==> config.mk <==
export PLATFORM = sky130hd
export DESIGN_NAME = full_adder_4bit
export DESIGN_NICKNAME = d
export VERILOG_FILES = /design/src/rtl/full_adder_4bit.sv
export SDC_FILE = /design/constraint.sdc
export NUM_CORES = 1
export LEC_CHECK = 0
export BUFFER_PORTS_ARGS = -buffer_cell sky130_fd_sc_hd__buf_4
export CAP_MARGIN = 5
export CORE_AREA = 2 2 39 41
export DETAILED_ROUTE_END_ITERATION = 8
export DIE_AREA = 0 0 41 43
export REMOVE_ABC_BUFFERS = 1
export SLEW_MARGIN = 20
export SYNTH_ARGS = -nofsm -noshare
export SYNTH_HDL_FRONTEND = slang
export SYNTH_SLANG_ARGS = --single-unit
export TNS_END_PERCENT = 20
==> constraint.sdc <==
create_clock -name clk -period 2.6 [get_ports clk]
set_clock_uncertainty 0.2 [all_clocks]
set_input_delay 0.13 -clock clk [delete_from_list [all_inputs] [get_ports clk]]
set_output_delay 0.13 -clock clk [all_outputs]
set_load 0.005 [all_outputs]
==> src/rtl/full_adder_4bit.sv <==
// ---------------------------------------------------------------------------
// full_adder_4bit
//   Registered ripple-carry adder slice. It adds two WIDTH-bit unsigned
//   operands and a carry-in through a chain of per-bit full-adder cells. The
//   sum, carry-out and two's-complement overflow are captured in output
//   registers. Latency is one cycle, with one addition accepted per cycle.
//
// Ports
//   clk       rising-edge clock
//   rst       synchronous active-high reset
//   in_valid  a/b/c_in are valid this cycle
//   a, b      WIDTH-bit operands
//   c_in      carry-in (weight 1)
//   sum       registered a+b+c_in modulo 2^WIDTH
//   c_out     registered carry out of bit WIDTH-1
//   overflow  registered signed overflow of the same addition
//   out_valid registered in_valid, one cycle delayed
// ---------------------------------------------------------------------------

// Single full-adder cell: one link of the carry chain.
module fa_cell (
  input  logic a,
  input  logic b,
  input  logic k,
  output logic s,
  output logic k_next
);
  assign s      = a ^ b ^ k;
  assign k_next = (a & b) | (a & k) | (b & k);
endmodule

module full_adder_4bit #(
  parameter int WIDTH = 4
) (
  input  logic             clk,
  input  logic             rst,
  input  logic             in_valid,
  input  logic [WIDTH-1:0] a,
  input  logic [WIDTH-1:0] b,
  input  logic             c_in,
  output logic [WIDTH-1:0] sum,
  output logic             c_out,
  output logic             overflow,
  output logic             out_valid
);

  // k[i] is the carry into bit i. k[0] is the external carry-in.
  logic [WIDTH:0]   k;
  logic [WIDTH-1:0] s;

  assign k[0] = c_in;

  for (genvar g = 0; g < WIDTH; g++) begin : g_cell
    fa_cell u_cell (
      .a      (a[g]),
      .b      (b[g]),
      .k      (k[g]),
      .s      (s[g]),
      .k_next (k[g+1])
    );
  end

  // Signed overflow occurs when the carry into the MSB differs from the carry
  // out of it. For WIDTH=1 the carry into the MSB is c_in itself.
  always_ff @(posedge clk) begin
    if (rst) begin
      sum       <= '0;
      c_out     <= 1'b0;
      overflow  <= 1'b0;
      out_valid <= 1'b0;
    end else begin
      out_valid <= in_valid;
      // Results hold through idle cycles, so a consumer can sample late.
      if (in_valid) begin
        sum      <= s;
        c_out    <= k[WIDTH];
        overflow <= k[WIDTH] ^ k[WIDTH-1];
      end
    end
  end

endmodule

# After elaboration in Yosys (flattened, before gate mapping)
# Cells that the tools add are included.
dict set report totals {
  reg_bits 7
  input_bits 12
  elab_cells 33
}
dict set report op_classes {
  bitwise_logic 29
}
# operator count
set ops {}
lappend ops {{AND 1 bit} 12}
lappend ops {{bitwise XOR 1 bit} 9}
lappend ops {{OR 1 bit} 8}

# Longest topological paths before layout
dict set report logic_depth {
  depth_word 13
  ltp_mapped 9
  mapped_depth_nobuf 9
}

# By module
# From an unflattened synthesis, not the netlist that was laid out.
dict set report unflattened {
  cells_unflattened 26
  hier_area_um2 331.6
}
# mod instances cells_each area_per_inst_um2 seq_area_each_um2
set by_module_without_submodules {}
lappend by_module_without_submodules {full_adder_4bit 1 22 251.5 140.1}
lappend by_module_without_submodules {fa_cell 4 1 20.0 0.0}

# Least setup slack after synthesis
# OpenSTA, ideal clock, no wires.
dict set report synth_path {
  path_kind {input-to-reg}
  from {input a[0]}
  to {register sum[3]}
  arrival_time_ns 1.830
  setup_slack_ns 0.485
  stages 8
  n_path_buf 0
  path_cell_list {inv_1 -> fa_1 -> inv_1 -> fa_1 -> fa_1 -> inv_1 -> fa_1 -> a211oi_1}
}
dict set report synth_via {
  elab_chain_cells 10
  elab_cells_between_ends 13
}
# item line
set synth_rtl {}
lappend synth_rtl {{start: declaration} 38} ;# input logic [WIDTH-1:0] a,
lappend synth_rtl {{AND 1 bit} 29} ;# assign k_next = (a & b) | (a & k) | (b & k);
lappend synth_rtl {{OR 1 bit * (2 in a row)} 29}
lappend synth_rtl {{AND 1 bit} 29}
lappend synth_rtl {{OR 1 bit} 29}
lappend synth_rtl {{OR 1 bit *} 29}
lappend synth_rtl {{AND 1 bit} 29}
lappend synth_rtl {{OR 1 bit} 29}
lappend synth_rtl {{OR 1 bit *} 29}
lappend synth_rtl {{bitwise XOR 1 bit *} 28} ;# assign s = a ^ b ^ k;
lappend synth_rtl {{end signal: assignment} 75} ;# sum <= s;
lappend synth_rtl {{end: declaration} 41} ;# output logic [WIDTH-1:0] sum,
# Every way passes the cells marked *; elsewhere a longest branch is shown, timed or not.
# A chain may end at the register's enable or synchronous reset.

# Worst setup path in the final report
# Ends and elaborated chain as after synthesis.

==> metrics.cfg <==
[global_route]
grt.overflow.total = 0
grt_pass1_vias = 284
grt_max_degree = 11
antenna_found_initial = 0
grt_use_total_pct = 10.52
grt_first_pass_wirelength_mm = 1.131

[setup_path]
required_ps = 2570
crit_top_cell = fa_1
critPathKind = in2reg
cp.arrival_ps = 2020
cp_cell_sequence = buf_4 > inv_1 > fa_1 > inv_1 > fa_1 > fa_1 > inv_1 > fa_1 > a211oi_1
cp_slowest_stage_delay_ps = 410
worstSetupStartpointType = primary input
crit_buf_inv = 4
critical-path-slowest-cell = fa_1
cp-end-kind = register
critPathMaxFanout = 2
path_delay_family = adder cells
r2r_setup_slack_ps = 1720

[drt]
drtIter0Drc = 2
vias = 289
drtAntennaViolNets = 0
vias_per_cell = 4.014
wl_um = 678
drcViolationCount = 0
first_pass_iters = 3
wl_per_cell_um = 9.417

[die]
ios = 19
core_um2 = 1384
die_area_um2 = 1763
rows = 14
die_y_um = 43
die_w_um = 41
start_util_pct = 25.77

[placed_design]
io_buffers = 18
hpwl_um = 527.9
place_congestion = 0.7024

[clock_network]
postCtsHoldBufs = 2
clk_pin_slew_ps = 50
clock_sinks = 7
cts-htree-levels = 1
cts_tree = built
clkLatencyLatePin_ps = 250
root_buffer = clkbuf_4
clockBufferDepth = 2
numCtsBuffers = 3
cts_resized = 0
post_cts_buffers = 0

[synth]
synthCells = 33
synth_seq_area_share_pct = 39.30
syn_area_um2 = 356.6
synth-seq-cells = 7
synth_top_area_share_pct = 39.30
synth_area_leaders = dfxtp_1 39%, fa_1 22%, inv_1 7.4%, a211oi_1 6.3%, mux2i_1 5.6%
synth_top_area_cell = dfxtp_1
yosysUniqueCellTypes = 11
yosysWarnings = 0
avgSynthCellArea_um2 = 10.81

[finish]
regArea_um2 = 140.1
fillerInstances = 139
post_route_cells_drive_above_1_share_pct = 39.29
area_growth_pct = 53.33
multiInputGateArea_um2 = 178.9
insertedDiodeCount = 0
finalNetCount = 73

[power]
power.share.sequential_pct = 42.2
powerDensity_nw_per_um2 = 526.9
clkPwrFrac_pct = 34.5
leakage_uw = 0.0002814
swShare_pct = 24.77
p_int_uw = 216.8
peakVddDrop_mv = 0.2192
p_switching_uw = 71.36
finalPower_uw = 288.1
pwr-share-comb_pct = 23.4

[timing]
fin_setup_tns_ps = 0
relSlewSlack_pct = 87.49
hold_viol_final = 0
drv_slew = 0
rsz0062_at_grt = no
worst_pin_slew_ps = 186.6
setup-violations-final = 0
post-route-period-util_pct = 78.75
post-route-min-period_ps = 2047
max_freq_mhz = 488.4

[flow_run]
cap_violations = 0

[status]
status = complete, no violations

[worst_hold_path]
hold_class = in2reg

## routing by layer
metal | track usage, % | part of all wire (%) | wire (um)
met1 | 10.20 | 38 | 258
met2 | 14.37 | 49 | 334
met3 | 9.424 | 11 | 73
met4 | 6.000 | 1.6 | 11
met5 | 0 | 0 | 0
## cell usage after synthesis (all sizes together)
cell and number:
nor2b 1, xnor2 1, fa 4, nor3b 1
inv 7, a21o 1, nor2 5, buf 1
a211oi 3, mux2i 2, dfxtp 7
## power by group through the flow
stage | registers, uW | clock network [uW] | logic [uW]
3_3_place_gp | 124 | 0 | 65.9
3_5_place_dp | 124 | 0 | 66.9
6_report | 122 | 99.3 | 67.3
2_1_floorplan | 125 | 0 | 27.9
4_1_cts | 122 | 105 | 69.3
5_1_grt | 123 | 114 | 75.9
## kinds of logic after synthesis
| group | count (synthesis) | synth area share (%) |
|---|---|---|
| AND/OR/NAND/NOR | 7 | 11.23 |
| AO/OA/AOI/OAI | 4 | 8.421 |
| buffers and inverters | 8 | 10.53 |
| XOR/XNOR | 1 | 2.457 |
| flip-flops | 7 | 39.30 |
| adder cells (fa/ha/maj) | 4 | 22.46 |
| multiplexers | 2 | 5.614 |
## layout by cell type (no fill, tap or decap), drive strengths merged
cell,n
fa,4
a211oi,3
nor3b,1
dlygate4sd3,2
buf,18
xnor2,1
a21o,1
clkbuf,4
nor2,5
dfxtp,7
mux2i,2
nor2b,1
inv,7
## registers in the layout, indices dropped and copies added, names as in the netlist
register	cells
c_out	1
out_valid	1
overflow	1
sum	4
## metrics by stage
step           hold WS [ps]  instance area (um^2)  worst slack, ps  utilization (%)  instances
5_1_grt               103.7                 546.8            435.4            39.51         72
6_report              86.53                 546.8            552.6            39.51         72
3_5_place_dp          171.8                 500.5            272.0            36.17         66
2_1_floorplan        -1.941                 345.3            484.8                -         32
3_3_place_gp          169.2                 500.5            295.8            36.17         66
4_1_cts               82.18                 546.8            536.4            39.51         72
## worst min-delay path, delay by kind of cell
family                     cells  cell delay [ps]
and+or+nand+nor                1               80
muxes                          1               60
buffers and inverters          1               90
adders and majority gates      1              140
## layout make-up
type                            count  share of cell area [%]
Multi-Input combinational cell     18                   32.72
Clock buffer                        4                   4.805
Sequential cell                     7                   25.63
Tap cell                           16                   3.661
Timing Repair Buffer               20                   28.38
Inverter                            7                   4.805
## final timing paths
check / start / end / cells after the start
worst max-delay path: a[0] / sum[3] / 9
worst min-delay path: b[2] / sum[2] / 4
worst max register to register: overflow / overflow / 2
worst min register to register: sum[0] / sum[0] / 2
(Power assumes the default switching activity.)
